==> src/rtl/i2c_pkg.sv <==
// Shared definitions for the I2C line-conditioning stage and its consumers.
// The bus-event encoding lets the master/slave FSMs see the last decoded
// bus event as a single value instead of three separate strobes.
package i2c_pkg;

    localparam int I2C_FILTER_LEN_DEFAULT = 4;
    localparam int I2C_TIMEOUT_W_DEFAULT  = 16;

    typedef enum logic [1:0] {
        EV_NONE,
        EV_START,
        EV_RSTART,
        EV_STOP
    } i2c_bus_event_t;

    // True for either kind of START.
    function automatic logic ev_is_start(input i2c_bus_event_t ev);
        return (ev == EV_START) || (ev == EV_RSTART);
    endfunction

endpackage

==> src/rtl/i2c_bus_monitor_if.sv <==
// Bundle between the bus monitor and the master/slave FSMs.
// The slave modport is the monitor's view: it consumes the synchronized
// lines and the registered drive values, and produces the conditioned
// lines, edge strobes, bus events and status.  The master modport is the
// opposite side (the block feeding and consuming the monitor).
// Strobes (scl_rise, scl_fall, start_det, rstart_det, stop_det, arb_lost,
// bus_timeout) are valid for exactly one clk cycle with no handshake: the
// consumer must sample them every cycle, there is no ready/back-pressure.
interface i2c_bus_monitor_if #(
    parameter int TIMEOUT_W = i2c_pkg::I2C_TIMEOUT_W_DEFAULT
);

    // Inputs to the monitor
    logic                  SDA_sync;
    logic                  SCL_sync;
    logic                  SDA_out;
    logic                  SCL_out;
    logic                  master_active;
    logic [TIMEOUT_W-1:0]  timeout_limit;

    // Outputs from the monitor
    logic                  SDA_filt;
    logic                  SCL_filt;
    logic                  scl_rise;
    logic                  scl_fall;
    logic                  start_det;
    logic                  rstart_det;
    logic                  stop_det;
    logic                  bus_busy;
    logic                  arb_lost;
    logic                  scl_stretch;
    logic                  bus_timeout;
    i2c_pkg::i2c_bus_event_t bus_event;

    modport slave (
        input  SDA_sync,
        input  SCL_sync,
        input  SDA_out,
        input  SCL_out,
        input  master_active,
        input  timeout_limit,
        output SDA_filt,
        output SCL_filt,
        output scl_rise,
        output scl_fall,
        output start_det,
        output rstart_det,
        output stop_det,
        output bus_busy,
        output arb_lost,
        output scl_stretch,
        output bus_timeout,
        output bus_event
    );

    modport master (
        output SDA_sync,
        output SCL_sync,
        output SDA_out,
        output SCL_out,
        output master_active,
        output timeout_limit,
        input  SDA_filt,
        input  SCL_filt,
        input  scl_rise,
        input  scl_fall,
        input  start_det,
        input  rstart_det,
        input  stop_det,
        input  bus_busy,
        input  arb_lost,
        input  scl_stretch,
        input  bus_timeout,
        input  bus_event
    );

endinterface

==> src/rtl/i2c_glitch_filter.sv <==
// Single-line glitch filter with edge strobes.
// The filtered value only follows the raw line after FILTER_LEN consecutive
// cycles of disagreement; any agreeing cycle restarts the count, so pulses
// shorter than FILTER_LEN cycles are swallowed.  rise/fall compare the
// filtered value against a one-cycle-delayed copy, so they are high during
// the single cycle in which the new filtered value first appears.
module i2c_glitch_filter #(
    parameter int FILTER_LEN = 4
) (
    input  logic clk,
    input  logic n_rst,
    input  logic raw,
    output logic filt,
    output logic rise,
    output logic fall
);

    // FILTER_LEN is limited to 1..15, so four bits always hold the count.
    localparam int          CNT_W    = 4;
    localparam logic [CNT_W-1:0] CNT_LAST = CNT_W'(FILTER_LEN - 1);

    logic [CNT_W-1:0] cnt_q, cnt_d;
    logic             filt_q, filt_d;
    logic             filt_dly_q;

    // Next-state: count disagreeing cycles, flip the filtered value on the last one.
    always_comb begin
        cnt_d  = '0;
        filt_d = filt_q;
        if (raw != filt_q) begin
            if (cnt_q == CNT_LAST) begin
                filt_d = raw;
                cnt_d  = '0;
            end else begin
                cnt_d = cnt_q + 1'b1;
            end
        end
    end

    // State registers; an idle I2C line is high, so reset to 1.
    always_ff @(posedge clk or negedge n_rst) begin
        if (!n_rst) begin
            cnt_q      <= '0;
            filt_q     <= 1'b1;
            filt_dly_q <= 1'b1;
        end else begin
            cnt_q      <= cnt_d;
            filt_q     <= filt_d;
            filt_dly_q <= filt_q;
        end
    end

    assign filt = filt_q;
    assign rise = filt_q & ~filt_dly_q;
    assign fall = ~filt_q & filt_dly_q;

endmodule

==> src/rtl/i2c_bus_monitor.sv <==
// I2C bus monitor: filters SDA/SCL, derives SCL edge strobes, decodes
// START / repeated START / STOP, tracks bus ownership, and flags
// arbitration loss, clock stretching and SCL-low timeout.
// START/STOP are only recognised while SCL has been high for at least one
// full cycle (SCL_filt high and not just risen), which also rejects the
// case where SDA and SCL change in the same cycle.
module i2c_bus_monitor
    import i2c_pkg::*;
#(
    parameter int FILTER_LEN = I2C_FILTER_LEN_DEFAULT,
    parameter int TIMEOUT_W  = I2C_TIMEOUT_W_DEFAULT
) (
    input  logic             clk,
    input  logic             n_rst,
    i2c_bus_monitor_if.slave bus
);

    // ------------------------------------------------------------------
    // Line conditioning
    // ------------------------------------------------------------------
    logic sda_filt, sda_rise, sda_fall;
    logic scl_filt, scl_rise, scl_fall;

    i2c_glitch_filter #(
        .FILTER_LEN (FILTER_LEN)
    ) u_sda_filter (
        .clk   (clk),
        .n_rst (n_rst),
        .raw   (bus.SDA_sync),
        .filt  (sda_filt),
        .rise  (sda_rise),
        .fall  (sda_fall)
    );

    i2c_glitch_filter #(
        .FILTER_LEN (FILTER_LEN)
    ) u_scl_filter (
        .clk   (clk),
        .n_rst (n_rst),
        .raw   (bus.SCL_sync),
        .filt  (scl_filt),
        .rise  (scl_rise),
        .fall  (scl_fall)
    );

    // SCL high now and in the previous cycle.
    logic scl_high_stable;
    assign scl_high_stable = scl_filt & ~scl_rise;

    // ------------------------------------------------------------------
    // State
    // ------------------------------------------------------------------
    i2c_bus_event_t       ev_q, ev_d;
    logic                 bus_busy_q, bus_busy_d;
    logic                 stretch_q, stretch_d;
    logic [TIMEOUT_W-1:0] tmo_cnt_q, tmo_cnt_d;

    logic                 tmo_counting;
    logic                 tmo_hit;
    logic                 arb_scl;
    logic                 arb_event;

    // Event decode: an SDA edge during a stable-high SCL is START or STOP.
    always_comb begin
        ev_d = EV_NONE;
        if (scl_high_stable) begin
            if (sda_fall) begin
                if (bus_busy_q) begin
                    ev_d = EV_RSTART;
                end else begin
                    ev_d = EV_START;
                end
            end else if (sda_rise) begin
                ev_d = EV_STOP;
            end
        end
    end

    // Timeout counting window and limit compare; a zero limit disables it.
    assign tmo_counting = bus_busy_q & ~scl_filt & (bus.timeout_limit != '0);
    assign tmo_hit      = tmo_counting && (tmo_cnt_q == (bus.timeout_limit - 1'b1));

    // Timeout counter next-state: count while SCL is held low, saturate, clear on hit.
    always_comb begin
        tmo_cnt_d = '0;
        if (tmo_counting && !scl_rise) begin
            if (tmo_hit) begin
                tmo_cnt_d = '0;
            end else if (tmo_cnt_q != '1) begin
                tmo_cnt_d = tmo_cnt_q + 1'b1;
            end else begin
                tmo_cnt_d = tmo_cnt_q;
            end
        end
    end

    // Bus ownership: a fresh START claims the bus, STOP or timeout frees it.
    always_comb begin
        bus_busy_d = bus_busy_q;
        if (ev_q == EV_START) begin
            bus_busy_d = 1'b1;
        end else if ((ev_q == EV_STOP) || tmo_hit) begin
            bus_busy_d = 1'b0;
        end
    end

    assign stretch_d = bus.SCL_out & ~scl_filt;

    // Arbitration loss: we released SDA but the bus reads low at SCL rise,
    // or a START/STOP appeared whose SDA level we were not driving.
    assign arb_scl   = scl_rise & bus.SDA_out & ~sda_filt;
    assign arb_event = (ev_d != EV_NONE) & (bus.SDA_out != sda_filt);

    // Register event, busy, stretch and timeout state.
    always_ff @(posedge clk or negedge n_rst) begin
        if (!n_rst) begin
            ev_q       <= EV_NONE;
            bus_busy_q <= 1'b0;
            stretch_q  <= 1'b0;
            tmo_cnt_q  <= '0;
        end else begin
            ev_q       <= ev_d;
            bus_busy_q <= bus_busy_d;
            stretch_q  <= stretch_d;
            tmo_cnt_q  <= tmo_cnt_d;
        end
    end

    // ------------------------------------------------------------------
    // Outputs
    // ------------------------------------------------------------------
    assign bus.SDA_filt    = sda_filt;
    assign bus.SCL_filt    = scl_filt;
    assign bus.scl_rise    = scl_rise;
    assign bus.scl_fall    = scl_fall;
    assign bus.start_det   = (ev_q == EV_START);
    assign bus.rstart_det  = (ev_q == EV_RSTART);
    assign bus.stop_det    = (ev_q == EV_STOP);
    assign bus.bus_busy    = bus_busy_q;
    assign bus.arb_lost    = bus.master_active & (arb_scl | arb_event);
    assign bus.scl_stretch = stretch_q;
    assign bus.bus_timeout = tmo_hit;
    assign bus.bus_event   = ev_q;

endmodule

==> src/flat_wrapper.sv <==
// flat-port wrapper written by rule: the top's interface ports become plain ports
module i2c_bus_monitor_flat import i2c_pkg::*;
#(
    parameter int FILTER_LEN = I2C_FILTER_LEN_DEFAULT,
    parameter int TIMEOUT_W  = I2C_TIMEOUT_W_DEFAULT
)
  (clk, n_rst, bus_SDA_sync, bus_SCL_sync, bus_SDA_out, bus_SCL_out, bus_master_active, bus_timeout_limit, bus_SDA_filt, bus_SCL_filt, bus_scl_rise, bus_scl_fall, bus_start_det, bus_rstart_det, bus_stop_det, bus_bus_busy, bus_arb_lost, bus_scl_stretch, bus_bus_timeout, bus_bus_event);
  i2c_bus_monitor_if #(.TIMEOUT_W(TIMEOUT_W)) bus_i ();
  input  logic clk;
  input  logic n_rst;
  input wire logic [$bits(bus_i.SDA_sync)-1:0] bus_SDA_sync;
  input wire logic [$bits(bus_i.SCL_sync)-1:0] bus_SCL_sync;
  input wire logic [$bits(bus_i.SDA_out)-1:0] bus_SDA_out;
  input wire logic [$bits(bus_i.SCL_out)-1:0] bus_SCL_out;
  input wire logic [$bits(bus_i.master_active)-1:0] bus_master_active;
  input wire logic [$bits(bus_i.timeout_limit)-1:0] bus_timeout_limit;
  output wire logic [$bits(bus_i.SDA_filt)-1:0] bus_SDA_filt;
  output wire logic [$bits(bus_i.SCL_filt)-1:0] bus_SCL_filt;
  output wire logic [$bits(bus_i.scl_rise)-1:0] bus_scl_rise;
  output wire logic [$bits(bus_i.scl_fall)-1:0] bus_scl_fall;
  output wire logic [$bits(bus_i.start_det)-1:0] bus_start_det;
  output wire logic [$bits(bus_i.rstart_det)-1:0] bus_rstart_det;
  output wire logic [$bits(bus_i.stop_det)-1:0] bus_stop_det;
  output wire logic [$bits(bus_i.bus_busy)-1:0] bus_bus_busy;
  output wire logic [$bits(bus_i.arb_lost)-1:0] bus_arb_lost;
  output wire logic [$bits(bus_i.scl_stretch)-1:0] bus_scl_stretch;
  output wire logic [$bits(bus_i.bus_timeout)-1:0] bus_bus_timeout;
  output wire logic [$bits(bus_i.bus_event)-1:0] bus_bus_event;
  assign bus_i.SDA_sync = bus_SDA_sync;
  assign bus_i.SCL_sync = bus_SCL_sync;
  assign bus_i.SDA_out = bus_SDA_out;
  assign bus_i.SCL_out = bus_SCL_out;
  assign bus_i.master_active = bus_master_active;
  assign bus_i.timeout_limit = bus_timeout_limit;
  assign bus_SDA_filt = bus_i.SDA_filt;
  assign bus_SCL_filt = bus_i.SCL_filt;
  assign bus_scl_rise = bus_i.scl_rise;
  assign bus_scl_fall = bus_i.scl_fall;
  assign bus_start_det = bus_i.start_det;
  assign bus_rstart_det = bus_i.rstart_det;
  assign bus_stop_det = bus_i.stop_det;
  assign bus_bus_busy = bus_i.bus_busy;
  assign bus_arb_lost = bus_i.arb_lost;
  assign bus_scl_stretch = bus_i.scl_stretch;
  assign bus_bus_timeout = bus_i.bus_timeout;
  assign bus_bus_event = bus_i.bus_event;
  i2c_bus_monitor #(.FILTER_LEN(FILTER_LEN), .TIMEOUT_W(TIMEOUT_W)) u_core (.clk(clk), .n_rst(n_rst), .bus(bus_i));
endmodule
==> config.mk <==
export PLATFORM = sky130hd
export DESIGN_NAME = i2c_bus_monitor_flat
export DESIGN_NICKNAME = d
export VERILOG_FILES = /design/src/rtl/i2c_pkg.sv /design/src/rtl/i2c_bus_monitor_if.sv /design/src/rtl/i2c_glitch_filter.sv /design/src/rtl/i2c_bus_monitor.sv /design/src/flat_wrapper.sv
export SDC_FILE = /design/constraint.sdc
export NUM_CORES = 1
export LEC_CHECK = 0
export BUFFER_PORTS_ARGS = -buffer_cell sky130_fd_sc_hd__buf_2
export CELL_PAD_IN_SITES_DETAIL_PLACEMENT = 0
export CELL_PAD_IN_SITES_GLOBAL_PLACEMENT = 1
export CORE_ASPECT_RATIO = 0.5
export CORE_MARGIN = 8
export CORE_UTILIZATION = 43
export CTS_CLUSTER_SIZE = 14
export DETAILED_ROUTE_END_ITERATION = 16
export GPL_ROUTABILITY_DRIVEN = 0
export GPL_TIMING_DRIVEN = 0
export PLACE_DENSITY_LB_ADDON = 0.2
export SYNTH_ARGS = -nofsm -noshare
export SYNTH_HDL_FRONTEND = slang
export SYNTH_HIERARCHICAL = 1
export SYNTH_SLANG_ARGS = --single-unit
==> constraint.sdc <==
create_clock -name clk -period 3.2 [get_ports clk]
set_input_delay 0.16 -clock clk [delete_from_list [all_inputs] [get_ports clk]]
set_output_delay 0.16 -clock clk [all_outputs]
set_load 0.05 [all_outputs]
== Word-level counts from Yosys, hierarchy flattened ==
Index checks and enable logic that the tools add are counted.
Widths: inputs -> output; s select.

* Bits in registers: 32

* Add/sub/neg operators: 4
* Eq/ne operators: 11
* Mux-type cells: 13
* Bitwise gates (word level): 18
* Reduce and logical (&&, ||, !) cells: 9

{| class="wikitable"
|+ Operators with widths
! cell !! count
|-
| $mux 16 || 3
|-
| $add 16x1->16 const B || 1
|-
| $eq 16x16->1 || 1
|-
| $mux 4 || 4
|-
| $ne 16x16->1 const B || 1
|-
| $reduce_bool 16->1 || 1
|-
| $sub 16x1->16 const B || 1
|-
| $and 1x1->1 || 12
|-
| $add 4x1->4 const B || 2
|-
| $eq 4x2->1 const B || 2
|-
| $mux 2 || 4
|-
| $not 1->1 || 5
|-
| $eq 2x2->1 const B || 2
|-
| $reduce_and 2->1 || 2
|-
| $reduce_bool 2->1 || 2
|-
| $ne 1x1->1 || 3
|-
| $ne 3x2->1 const B || 1
|-
| $eq 2x1->1 const B || 1
|-
| $logic_and 1x1->1 || 2
|-
| $mux 1 || 2
|-
| $logic_not 1->1 || 1
|-
| $logic_or 1x1->1 || 1
|-
| $or 1x1->1 || 1
|}

== Logic depth before layout (Yosys ltp) ==
* Depth in word-level cells: 9
* Mapped depth: 9
* Gate-level depth less buffers: 8

== By module ==
Netlist, hierarchy kept.

{| class="wikitable"
|+ By module, submodules not included
! module !! times used !! cells each !! area an instance (um^2) !! seq. area each (um^2)
|-
| i2c_bus_monitor || 1 || 198 || 1667.8 || 500.5
|-
| i2c_glitch_filter || 2 || 21 || 272.8 || 152.6
|}

== Least setup slack after synthesis ==
Ideal clock, no wire load.

* Path type: input to register
* Start point: in bus_timeout_limit[0]
* End point: reg u_core.bus_busy_q (netlist: u_core/bus.bus_busy)
* Arrival time: 3344 ps
* Required time: 3001 ps
* Setup slack: -343 ps
* Cell stages on the path: 8
* Path buffers: 0
* Cell sequence: inv_1 > ha_1 > or4b_4 > or4_1 > nand3_1 > o21ai_0 > nor4_1 > o21bai_1

* Longest elaborated chain between the ends: 5
* Elaborated cells between the ends (all ways): 7

{| class="wikitable"
|+ RTL lines
! what !! RTL line !! source
|-
| from (decl) || flat_wrapper.sv:16 || <nowiki>input wire logic [$bits(bus_i.timeout_limit)-1:0] bus_timeout_limit;</nowiki>
|-
| $sub 16x1->16 or $reduce_bool 16->1 (tied branches) || i2c_bus_monitor.sv:81, i2c_bus_monitor.sv:80 ||
|-
| $eq 16x16->1 or $and 1x1->1 (tied branches) || i2c_bus_monitor.sv:81, i2c_bus_monitor.sv:80 ||
|-
| $logic_and 1x1->1 * || i2c_bus_monitor.sv:81 || <nowiki>assign tmo_hit = tmo_counting && (tmo_cnt_q == (bus.timeout_limit - 1'b1));</nowiki>
|-
| net bus_bus_timeout || flat_wrapper.sv:27 || <nowiki>output wire logic [$bits(bus_i.bus_timeout)-1:0] bus_bus_timeout;</nowiki>
|-
| $logic_or 1x1->1 * || i2c_bus_monitor.sv:102 || <nowiki>end else if ((ev_q == EV_STOP) || tmo_hit) begin</nowiki>
|-
| $reduce_bool 2->1 (no line) * || n/a ||
|-
| to (signal assigned) || i2c_bus_monitor.sv:123 || <nowiki>bus_busy_q <= bus_busy_d;</nowiki>
|-
| to (decl) || i2c_bus_monitor.sv:54 || <nowiki>logic bus_busy_q, bus_busy_d;</nowiki>
|}

Mark *: on every way through the listed nets, which the timed path passes. The rest lies on a longest branch.
A chain may end at the register's enable or synchronous reset.

== Worst setup path in the final report ==
* Start point: reg u_core.tmo_cnt_q[6]
* End point: out bus_bus_timeout

* Longest elaborated chain between the ends: 2

{| class="wikitable"
|+ RTL lines
! what !! RTL line !! source
|-
| from (decl) || i2c_bus_monitor.sv:56 || <nowiki>logic [TIMEOUT_W-1:0] tmo_cnt_q, tmo_cnt_d;</nowiki>
|-
| from (signal assigned) || i2c_bus_monitor.sv:125 || <nowiki>tmo_cnt_q <= tmo_cnt_d;</nowiki>
|-
| $eq 16x16->1 || i2c_bus_monitor.sv:81 ||
|-
| $logic_and 1x1->1 || i2c_bus_monitor.sv:81 ||
|-
| to (decl) || flat_wrapper.sv:27 ||
|}

No other way between the ends.

==> impl_metrics.ini <==
[worst_setup_path]
path_class = flop to primary output
crit_path_top_delay_cell = dfrtp_1
crit_path_max_incr_delay_ps = 490
cp_max_fo = 8
required_ps = 3040
crit_path_end_kind = primary output
arrival_ps = 2700
worst_setup_path_start_kind = flop
crit_buf_inv = 1
critical-path-top-delay-family = simple AND/OR/NAND/NOR gates
crit_chain = or3b_2 > or4_1 > nand3_1 > o21ai_0 > nor4_2 > buf_2

[timing]
skew_ps = 5.06
min_period_ps = 2860
setup_tns_ps = 0
setup_viol = 0
whs_ps = 98.5
clock.fmax_ghz = 0.350
period_share = 0.893
hold_viol = 0
tightest_slew_ps = 692
drv_slew = 0
rsz0062_at_grt = no
slew_headroom = 0.539

[placed_design]
io_buffers = 35
detailed_place_hpwl_um = 4110

[power_and_ir_drop]
pwr-share-comb = 0.420
power_density_nw_per_um2 = 580
p_clk_frac = 0.192
leakage_nw = 1.10
power_frac_seq = 0.388
vdd_ir_drop_max_v = 0.000631
swShare = 0.436
switchingPower_w = 0.000651
cell_internal_pwr_w = 0.000840

[cts]
insertion_delay_ps = 280
htreeDepth = 2
numCtsBuffers = 5
cts_resized = 0
cts_tree = done
clock-sinks = 32
cts_root_buffer = clkbuf_8
clk_pin_slew_worst_paths_ps = 60
cts_buffer_depth = 2

[layout]
drive_above_1_share = 0.201
diodes = 0
areaGrowthSynthToFinish_pct = 16.1
fin_util = 0.521
layout.nets = 311

[route]
dr.pass1.iters = 4
vias = 1946
ant_nets = 0
drc = 0
wirelength_um = 5200
viasPerCell = 5.51
wire_per_inst_um = 14.7
drt_iter0_markers = 81

[yosys]
synth.most_common_cell = dfrtp_1
seq_area_frac_synth = 0.364
syn-cell-area_um2 = 2210
synth_nets = 268
synthTopCellsByArea = dfrtp_1 32%, xnor2_1 6.3%, nor3_1 5.2%, xor2_1 5.1%, dfstp_2 4.7%
synth-main-ff-cell = dfrtp_1
yosysTopAreaCell = dfrtp_1
yosysUniqueCellTypes = 47
synth_edf_count = 0
synth-seq-cells = 32
synth_cells = 240
synth_common_cells = 28 x dfrtp_1, 23 x nor3_1, 16 x xnor2_1
yosys_warnings = 6
synth_top_cell_area_share = 0.317
async_reset_ff_frac = 1.00
syn-mean-instance-area_um2 = 9.22

[floorplan]
rows = 18
die_h_um = 66.7
ios = 36
initial_core_util = 0.449
core-area_um2 = 4930
die-area_um2 = 7840
fp.dieW_um = 117

[global_route]
overflow = 0
antenna_found_initial = 0
grt_pass1_wl_um = 8810
grt_max_degree = 33
grt_pass1_vias = 1862
grt_usage = 0.138

[flow_run]
max_cap_violations = 0

[min_path]
hp-class = input pin to flop

[run_status]
status = complete, no violations
-- registers in the layout, indices dropped and copies added, names as in the netlist, 2 cells and up --
| name | cells |
|---|---|
| u_core/tmo_cnt_q | 16 |
| u_core/u_scl_filter/cnt_q | 4 |
| u_core/u_sda_filter/cnt_q | 4 |
| u_core/bus.bus_event | 2 |
-- power groups by stage --
stage                     Combinational, W  Clock (W)  Sequential (W)
after floorplan                   0.000361          0        0.000685
after global placement            0.000620          0        0.000581
after detailed placement          0.000629          0        0.000589
after CTS                         0.000633   0.000300        0.000582
after global routing              0.000677   0.000320        0.000598
final                             0.000626   0.000286        0.000579
-- repair_timing --
item                      4_1_cts  5_1_grt
setup buffers                   0        0
hold buffers                    1        0
hold endpoints to repair       28        0
-- stage by stage --
stage	cell area (um2)	std cells	worst slack (ps)	total power, W
2_1_floorplan	2220	240	290	0.00105
3_3_place_gp	2480	345	390	0.00120
3_5_place_dp	2480	345	355	0.00122
4_1_cts	2570	353	332	0.00151
5_1_grt	2570	353	218	0.00159
6_report	2570	353	343	0.00149
-- kinds of logic (layout without fill, tap and decap cells) --
group	Yosys count	in the layout	share of synthesized area
AO/OA/AOI/OAI	33	33	0.0921
adder cells (fa/ha/maj)	6	6	0.0328
multiplexers	7	7	0.0328
buffers and inverters	10	53	0.0203
AND/OR/NAND/NOR	123	123	0.343
flip-flops	32	32	0.364
XOR/XNOR	29	29	0.115
-- final timing paths --
check	cells after the start	slack (ps)	from	endpoint
max reg2reg	7	660	u_core/tmo_cnt_q[6]	u_core/tmo_cnt_q[15]
max	6	340	u_core/tmo_cnt_q[6]	bus_bus_timeout
max in group asynchronous	2	2290	n_rst	u_core/u_sda_filter/cnt_q[2]
min	2	100	bus_SCL_out	u_core/bus.scl_stretch
min in group asynchronous	2	460	n_rst	u_core/bus.scl_stretch
min reg2reg	0	410	u_core/u_sda_filter/filt	u_core/u_sda_filter/filt_dly_q
-- layout by cell type, fill, tap and decap left out, types with 6 or more instances in the layout --
cell and instances:
buf_2 35, dfrtp_1 28, nor3_1 23, xnor2_1 16, xor2_1 13, nor2_1 13
nand2b_1 12, nand2_1 11, nand3_1 11, a21oi_1 11, o21ai_0 8, nand4_1 7
nor2b_1 6
-- layout make-up --
type / count / area, um2
well taps: 70 / 87.6
repair buffers: 36 / 185
flip-flops and latches: 32 / 806
multi-input cells: 198 / 1370
clock inverters: 1 / 5.00
fillers: 494 / 2360
plain buffers: 5 / 26.3
inverters: 5 / 18.8
clock buffers: 6 / 72.6
-- layer usage --
layer,global-route usage,wire (um),up-vias
met1,0.179,2630,934
met5,0,0,-
met4,0.0474,65,0
met2,0.228,2340,34
met3,0.0304,169,8
li1,-,-,970
Power figures use the tool's default switching activity.
